==> config.mk <==
export PLATFORM = sky130hd
export DESIGN_NAME = sd_block_tx
export DESIGN_NICKNAME = d
export VERILOG_FILES = /design/src/rtl/sd_pkg.sv /design/src/rtl/sd_crc16.sv /design/src/rtl/sd_block_tx.sv
export SDC_FILE = /design/constraint.sdc
export NUM_CORES = 1
export LEC_CHECK = 0
export CAP_MARGIN = 25
export CORE_AREA = 8 8 113 115
export DETAILED_ROUTE_END_ITERATION = 8
export DIE_AREA = 0 0 121 123
export MAX_ROUTING_LAYER = met4
export PLACE_DENSITY = 0.79
export SLEW_MARGIN = 15
export SYNTH_ARGS = -nofsm -noshare
export SYNTH_HDL_FRONTEND = slang
export SYNTH_SLANG_ARGS = --single-unit
export TNS_END_PERCENT = 10
==> constraint.sdc <==
create_clock -name clock -period 2.5 [get_ports clock]
set_input_delay 0.375 -clock clock [delete_from_list [all_inputs] [get_ports clock]]
set_output_delay 0.375 -clock clock [all_outputs]
set_load 0.005 [all_outputs]
==> src/rtl/sd_pkg.sv <==
// Shared definitions for the SD data-path blocks (block transmit and receive).
package sd_pkg;

    typedef enum logic [3:0] {
        ST_IDLE,
        ST_FETCH,
        ST_START,
        ST_DATA,
        ST_CRC,
        ST_END,
        ST_STAT_WAIT,
        ST_STAT,
        ST_BUSY,
        ST_DONE
    } sd_state_e;

    localparam logic [15:0] CRC16_POLY     = 16'h1021;
    localparam logic [2:0]  STATUS_OK      = 3'b010;
    localparam logic [2:0]  STATUS_CRC_ERR = 3'b101;
    localparam logic [2:0]  STATUS_WR_ERR  = 3'b110;
    localparam int unsigned BLOCK_BITS     = 4096;

    // Byte 0 goes on the wire first, each byte MSB first: reorder so a plain MSB-first shift works.
    function automatic logic [31:0] tx_byte_order(input logic [31:0] w);
        return {w[7:0], w[15:8], w[23:16], w[31:24]};
    endfunction

endpackage

==> src/rtl/sd_crc16.sv <==
// Bit-serial CRC16 (x^16+x^12+x^5+1, init 0); shared by the SD transmit and receive paths.
module sd_crc16
    import sd_pkg::*;
(
    input  logic        clock,
    input  logic        reset_n,
    input  logic        clr_i,
    input  logic        en_i,
    input  logic        bit_i,
    output logic [15:0] crc_o
);

    logic [15:0] crc_q;
    logic [15:0] crc_d;
    logic        fb_c;

    always_comb begin
        fb_c  = bit_i ^ crc_q[15];
        crc_d = {crc_q[14:0], 1'b0} ^ (fb_c ? CRC16_POLY : 16'h0000);
    end

    always_ff @(posedge clock or negedge reset_n) begin
        if (!reset_n) begin
            crc_q <= 16'h0000;
        end else if (clr_i) begin
            crc_q <= 16'h0000;
        end else if (en_i) begin
            crc_q <= crc_d;
        end
    end

    assign crc_o = crc_q;

endmodule

==> src/rtl/sd_block_tx.sv <==
// SD single-block write transmitter: buffer RAM -> DAT0 (1-bit mode), then CRC status and busy.
// Optional feature macro: SD_BLOCK_TX_CRC_STATUS_EN (card status token and busy wait).
module sd_block_tx
    import sd_pkg::*;
#(
    parameter int unsigned ADDR_WIDTH  = 8,
    parameter int unsigned DATA_WIDTH  = 32,
    parameter int unsigned BLOCK_WORDS = 128
) (
    input  logic                  clock,
    input  logic                  reset_n,
    input  logic                  tick,
    input  logic                  start,
    input  logic [ADDR_WIDTH-1:0] start_addr,
    input  logic                  abort,
    output logic                  busy,
    output logic                  done,
    output logic [2:0]            status,
    output logic                  status_err,
    output logic                  buf_ren,
    output logic [ADDR_WIDTH-1:0] buf_addr,
    input  logic [DATA_WIDTH-1:0] buf_rdata,
    output logic                  dat_out,
    output logic                  dat_oe,
    input  logic                  dat_in
);

    localparam int unsigned TX_BITS = BLOCK_WORDS * DATA_WIDTH;
    localparam int unsigned CNT_W   = $clog2(TX_BITS);
    localparam int unsigned RC_W    = $clog2(BLOCK_WORDS + 1);

    sd_state_e             state_q;
    logic [CNT_W-1:0]      cnt_q;
    logic [RC_W-1:0]       rd_cnt_q;
    logic [31:0]           shift_q;
    logic [DATA_WIDTH-1:0] next_q;
    logic                  rd_vld_q;
    logic                  loaded_q;
    logic                  busy_q;
    logic                  done_q;
    logic [2:0]            status_q;
    logic                  status_err_q;
    logic                  buf_ren_q;
    logic [ADDR_WIDTH-1:0] buf_addr_q;
    logic                  dat_out_q;
    logic                  dat_oe_q;
`ifdef SD_BLOCK_TX_CRC_STATUS_EN
    logic [2:0]            stat_sr_q;
`else
    logic                  unused_dat_in;
    assign unused_dat_in = dat_in;
`endif

    logic        crc_en_c;
    logic        crc_clr_c;
    logic [15:0] crc_w;
    logic [3:0]  crc_idx_c;

    assign crc_en_c  = tick && !abort && (state_q == ST_DATA);
    assign crc_clr_c = (state_q == ST_IDLE);
    assign crc_idx_c = ~cnt_q[3:0];

    sd_crc16 u_crc (
        .clock   (clock),
        .reset_n (reset_n),
        .clr_i   (crc_clr_c),
        .en_i    (crc_en_c),
        .bit_i   (shift_q[31]),
        .crc_o   (crc_w)
    );

    always_ff @(posedge clock or negedge reset_n) begin
        if (!reset_n) begin
            state_q      <= ST_IDLE;
            cnt_q        <= '0;
            rd_cnt_q     <= '0;
            shift_q      <= '0;
            next_q       <= '0;
            rd_vld_q     <= 1'b0;
            loaded_q     <= 1'b0;
            busy_q       <= 1'b0;
            done_q       <= 1'b0;
            status_q     <= 3'b000;
            status_err_q <= 1'b0;
            buf_ren_q    <= 1'b0;
            buf_addr_q   <= '0;
            dat_out_q    <= 1'b1;
            dat_oe_q     <= 1'b0;
`ifdef SD_BLOCK_TX_CRC_STATUS_EN
            stat_sr_q    <= 3'b000;
`endif
        end else begin
            buf_ren_q <= 1'b0;
            done_q    <= 1'b0;
            rd_vld_q  <= buf_ren_q;
            // Every read after the first lands in the prefetch register.
            if (rd_vld_q && loaded_q) begin
                next_q <= buf_rdata;
            end
            if (abort) begin
                state_q   <= ST_IDLE;
                busy_q    <= 1'b0;
                dat_oe_q  <= 1'b0;
                dat_out_q <= 1'b1;
                rd_vld_q  <= 1'b0;
                loaded_q  <= 1'b0;
            end else begin
                case (state_q)
                    ST_IDLE: begin
                        if (start) begin
                            buf_addr_q   <= start_addr;
                            buf_ren_q    <= 1'b1;
                            rd_cnt_q     <= RC_W'(1);
                            loaded_q     <= 1'b0;
                            status_q     <= 3'b000;
                            status_err_q <= 1'b0;
                            busy_q       <= 1'b1;
                            state_q      <= ST_FETCH;
                        end
                    end
                    ST_FETCH: begin
                        if (rd_vld_q && !loaded_q) begin
                            shift_q  <= tx_byte_order(buf_rdata);
                            loaded_q <= 1'b1;
                            if (rd_cnt_q < RC_W'(BLOCK_WORDS)) begin
                                buf_ren_q  <= 1'b1;
                                buf_addr_q <= buf_addr_q + ADDR_WIDTH'(1);
                                rd_cnt_q   <= rd_cnt_q + RC_W'(1);
                            end
                        end else if (loaded_q && tick) begin
                            state_q <= ST_START;
                        end
                    end
                    ST_START: begin
                        if (tick) begin
                            dat_oe_q  <= 1'b1;
                            dat_out_q <= 1'b0;
                            cnt_q     <= '0;
                            state_q   <= ST_DATA;
                        end
                    end
                    ST_DATA: begin
                        if (tick) begin
                            dat_out_q <= shift_q[31];
                            shift_q   <= {shift_q[30:0], 1'b0};
                            cnt_q     <= cnt_q + CNT_W'(1);
                            // Word boundary: swap in the prefetched word and request the one after it.
                            if (cnt_q[4:0] == 5'd31) begin
                                shift_q <= tx_byte_order(next_q);
                                if (rd_cnt_q < RC_W'(BLOCK_WORDS)) begin
                                    buf_ren_q  <= 1'b1;
                                    buf_addr_q <= buf_addr_q + ADDR_WIDTH'(1);
                                    rd_cnt_q   <= rd_cnt_q + RC_W'(1);
                                end
                            end
                            if (cnt_q == CNT_W'(TX_BITS - 1)) begin
                                cnt_q   <= '0;
                                state_q <= ST_CRC;
                            end
                        end
                    end
                    ST_CRC: begin
                        if (tick) begin
                            dat_out_q <= crc_w[crc_idx_c];
                            cnt_q     <= cnt_q + CNT_W'(1);
                            if (cnt_q[3:0] == 4'd15) begin
                                cnt_q   <= '0;
                                state_q <= ST_END;
                            end
                        end
                    end
                    ST_END: begin
                        if (tick) begin
                            if (!cnt_q[0]) begin
                                dat_out_q <= 1'b1;
                                cnt_q     <= CNT_W'(1);
                            end else begin
                                dat_oe_q <= 1'b0;
                                cnt_q    <= '0;
`ifdef SD_BLOCK_TX_CRC_STATUS_EN
                                state_q  <= ST_STAT_WAIT;
`else
                                state_q  <= ST_DONE;
`endif
                            end
                        end
                    end
`ifdef SD_BLOCK_TX_CRC_STATUS_EN
                    ST_STAT_WAIT: begin
                        if (tick && !dat_in) begin
                            cnt_q   <= '0;
                            state_q <= ST_STAT;
                        end
                    end
                    ST_STAT: begin
                        // Three token bits, then the token end bit.
                        if (tick) begin
                            if (cnt_q[1:0] != 2'd3) begin
                                stat_sr_q <= {stat_sr_q[1:0], dat_in};
                                cnt_q     <= cnt_q + CNT_W'(1);
                            end else begin
                                cnt_q   <= '0;
                                state_q <= ST_BUSY;
                            end
                        end
                    end
                    ST_BUSY: begin
                        if (tick && dat_in) begin
                            state_q <= ST_DONE;
                        end
                    end
`endif
                    ST_DONE: begin
                        done_q  <= 1'b1;
                        busy_q  <= 1'b0;
                        state_q <= ST_IDLE;
`ifdef SD_BLOCK_TX_CRC_STATUS_EN
                        status_q     <= stat_sr_q;
                        status_err_q <= (stat_sr_q != STATUS_OK);
`else
                        status_q     <= STATUS_OK;
                        status_err_q <= 1'b0;
`endif
                    end
                    default: begin
                        busy_q  <= 1'b0;
                        state_q <= ST_IDLE;
                    end
                endcase
            end
        end
    end

    assign busy       = busy_q;
    assign done       = done_q;
    assign status     = status_q;
    assign status_err = status_err_q;
    assign buf_ren    = buf_ren_q;
    assign buf_addr   = buf_addr_q;
    assign dat_out    = dat_out_q;
    assign dat_oe     = dat_oe_q;

endmodule
==> qor.csv <==
stage,metric,value,unit
critical_path,Worst Path Max Fanout,32,
detailed_routing,"antenna viol nets, final",0,
critical_path,Crit. End Element,flip-flop,
final_layout,fin nets,747,
floorplanning,IO Pins,63,
critical_path,CP Data Arrival Time,2490,ps
synthesis,Synth area leaders,"dfrtp_1 49%, nand2_1 7.8%, mux2_2 5.9%, a311oi_1 4.6%, a21o_1 4.0%",
clock_network,Post-CTS Resized,0,
placement,HPWL after detailed placement,9190,um
placement,I/O Buffers,58,
global_routing,largest net degree at the start of global routing,66,
timing,Fin Clk Skew,7.03,ps
synthesis,Yosys reg bits,120,
clock_network,clk_lat worst skew,420,ps
status,status,"complete, no violations",
detailed_routing,routed len/inst,16.4,um
hold_path,hold crit path type,flip-flop to flip-flop,
synthesis,Synth Flop Type,dfrtp_1,
synthesis,Yosys Warn Count,0,
critical_path,Register-to-Register Path Depth,6,
pwr,Leak,3.27,nW
floorplanning,CORE AREA,11100,sq um
detailed_routing,via count,5073,
global_routing,first-pass GRT wire length,23700,um
timing,Worst Slack Setup Final,293,ps
detailed_routing,drt first-iter violations,347,
synthesis,post-synthesis mux area share,8.18,%
clock_network,"Clk pin slew, worst setup/hold paths",50,ps
synthesis,post-synthesis compound-gate area fraction,18.9,%
detailed_routing,Avg Vias per Cell,5.96,
placement,DP Worst Slack,243,ps
synthesis,largest family of logic cells by synthesized area,compound AO/OA/AOI/OAI gates,
synthesis,Post-synth EDFFs,0,
synthesis,share of the synthesized area in the top cell type,48.7,%
floorplanning,Chip Height,123,um
clock_network,deepest clock path buffer count,2,
detailed_routing,met3 WL,587,um
final_layout,ANT cells,0,
detailed_routing,routed wire length,13900,um
pwr,Max IR drop VDD,0.657,mV
detailed_routing,DR top layer,met4,
detailed_routing,Metal-1 WL,6100,um
clock_network,maximum level of the CTS H-tree,4,
pwr,Total Power,0.00663,W
final_layout,FILL cells,837,
floorplanning,Die W,121,um
detailed_routing,DRC,0,
global_routing,total gr overflow,0,
floorplanning,Initial Utilization,55.3,%
clock_network,CTS Buf Count,17,
synthesis,Mapped Cells,641,
synthesis,cell taking the most area after synthesis,dfrtp_1,
timing,max-slew violation count,0,
synthesis,Adder-Cell Fraction of Synth Area,0.818,%
placement,routability cong.,0.905,
final_layout,Syn-to-layout area delta,21.9,%
critical_path,Worst EP required,2780,ps
pwr,P per Cell Area,889,nW/um^2
detailed_routing,First-pass DRT Iterations,5,
synthesis,XOR/XNOR share of the synthesized area,0.429,%
timing,Slew HR,64.5,%
synthesis,Post-Syn Area,6120,sq um
clock_network,clk sink count,120,
timing,setup TNS,0,ps
timing,RSZ-0062 raised after global routing,false,
timing,Final period util,88.3,%
global_routing,number of global-route vias before repair,5090,
final_layout,area of the multi-input gates,2870,sq um
global_routing,GRT Util Overall,20.5,%
synthesis,simple-gate portion of the synthesized area,18.2,%
critical_path,critical path class,flip-flop to flip-flop,
synthesis,register area share after synthesis,49.1,%
flow_run,max-cap violation count,0,
floorplanning,# rows,39,
timing,Worst-Margin Slew,528,ps
timing,Fin. Hold Viols,0,
synthesis,syn avg cell area,9.55,sq um
timing,Final Critical Period,2210,ps
timing,Fmax achieved,453,MHz
floorplanning,die area,14900,sq um
hold_path,cell depth of the worst hold path,1,
final_layout,layout cells sized above 1,15.1,%
detailed_routing,WL met2,6990,um
timing,setup violators final,0,
synthesis,asr flop ratio synth,100,%
placement,DP Area,6900,sq um
global_routing,antenna violations before repair,0,
synthesis,"Distinct cells, synth",69,
clock_network,clk root buf,clkbuf_16,
critical_path,startpoint types,flip-flop,
final_layout,Reg area,3000,sq um
final_layout,final instance area,7460,sq um
clock_network,TritonCTS clock tree,done,
## cells in the mapped netlist (2+ instances only)
master / instances
nor3b_1: 4
a21oi_2: 2
mux2_2: 32
inv_1: 7
nor2b_1: 4
xor2_1: 3
clkbuf_1: 31
buf_1: 3
buf_2: 10
nand3_1: 12
nand2b_1: 2
or3b_2: 2
o41ai_1: 2
nand2_1: 127
a211oi_1: 2
buf_4: 3
a21o_1: 33
nor3_1: 11
a31oi_1: 5
o22ai_1: 2
and3_1: 7
or2_1: 2
mux4_2: 4
a311oi_1: 32
a22oi_1: 2
a21oi_1: 24
nor4_1: 3
o31ai_1: 3
o21ai_0: 37
o21a_1: 3
o21ai_1: 8
ha_1: 4
nand4_1: 6
dfrtp_1: 119
mux2i_1: 5
nor2_1: 52
## per-layer routing
| layer | vias to the layer above | track usage, % |
|---|---|---|
| met5 | - | - |
| li1 | 2407 | - |
| met4 | 0 | 9.84 |
| met1 | 2499 | 23.7 |
| met2 | 136 | 32.8 |
| met3 | 31 | 5.34 |
## layout make-up
type                            count  area share, %
Clock inverter                      9           1.38
Clock buffer                       21           6.04
Multi-Input combinational cell    465           38.4
Sequential cell                   120           40.3
Inverter                            8          0.470
Timing Repair Buffer               85           11.0
Tap cell                          143           2.40
## worst max-delay path, stage by stage (launching register included)
cell and delay, ps:
dfrtp_1 570, buf_4 220, nor3b_1 340, nand2_1 260, nor3b_2 230, buf_4 290, o21ai_0 150
## power breakdown
part           switching (W)  internal (W)
sequential          0.000358       0.00240
clock               0.000813       0.00147
combinational       0.000791      0.000798
## stage by stage
step / hold WS (ps) / util (%) / std cells
2_1_floorplan: 79.4 / - / 643
3_3_place_gp: 384 / 62.3 / 820
3_5_place_dp: 388 / 62.3 / 820
4_1_cts: 478 / 67.3 / 851
5_1_grt: 484 / 67.3 / 851
6_report: 475 / 67.3 / 851
## registers in the layout, summed over array words and instances, names as in the netlist
signal,cells
rd_cnt_q,8
dat_oe,1
loaded_q,1
dat_out,1
done,1
cnt_q,12
rd_vld_q,1
u_crc.crc_o,16
next_q,32
buf_addr,8
state_q,4
buf_ren,1
shift_q,32
busy,1
status,1
## cells by family (layout without fill, tap and decap cells)
logic type / Yosys count / count (layout)
AND/OR/NAND/NOR: 245 / 245
AO/OA/AOI/OAI: 169 / 169
flip-flops: 120 / 120
buffers and inverters: 58 / 123
multiplexers: 41 / 41
adder cells (fa/ha/maj): 4 / 4
XOR/XNOR: 3 / 3
other: 1 / 3
## worst paths after layout
kind,start,end,slack [ps]
max in group asynchronous,reset_n,u_crc.crc_o[3],1310
min in group asynchronous,reset_n,done,490
hold / removal,shift_q[18],shift_q[18],470
setup / recovery,state_q[0],u_crc.crc_o[4],290
hold reg to reg,shift_q[18],shift_q[18],470
setup reg to reg,state_q[0],u_crc.crc_o[4],290
## repair_timing
action / 4_1_cts / 5_1_grt
setup buffers: 0 / 0
endpoints found under the hold margin: 35 / 0
hold buffers: 1 / 0
## layout by cell type (no fill, tap or decap), drive strengths merged, types with 4 or more instances in the layout
cell type	instances
mux4	4
or3b	4
a31oi	5
o21ai	46
a21o	33
nor2	52
ha	4
mux2	32
nor3b	4
and3	7
dfrtp	119
nor3	11
nand3	12
mux2i	5
a21oi	26
nand4	6
clkbuf	21
nor2b	4
clkinv	5
clkdlybuf4s50	57
o21a	4
buf	27
nand2	127
inv	7
a311oi	32
(Power assumes the default switching activity.)
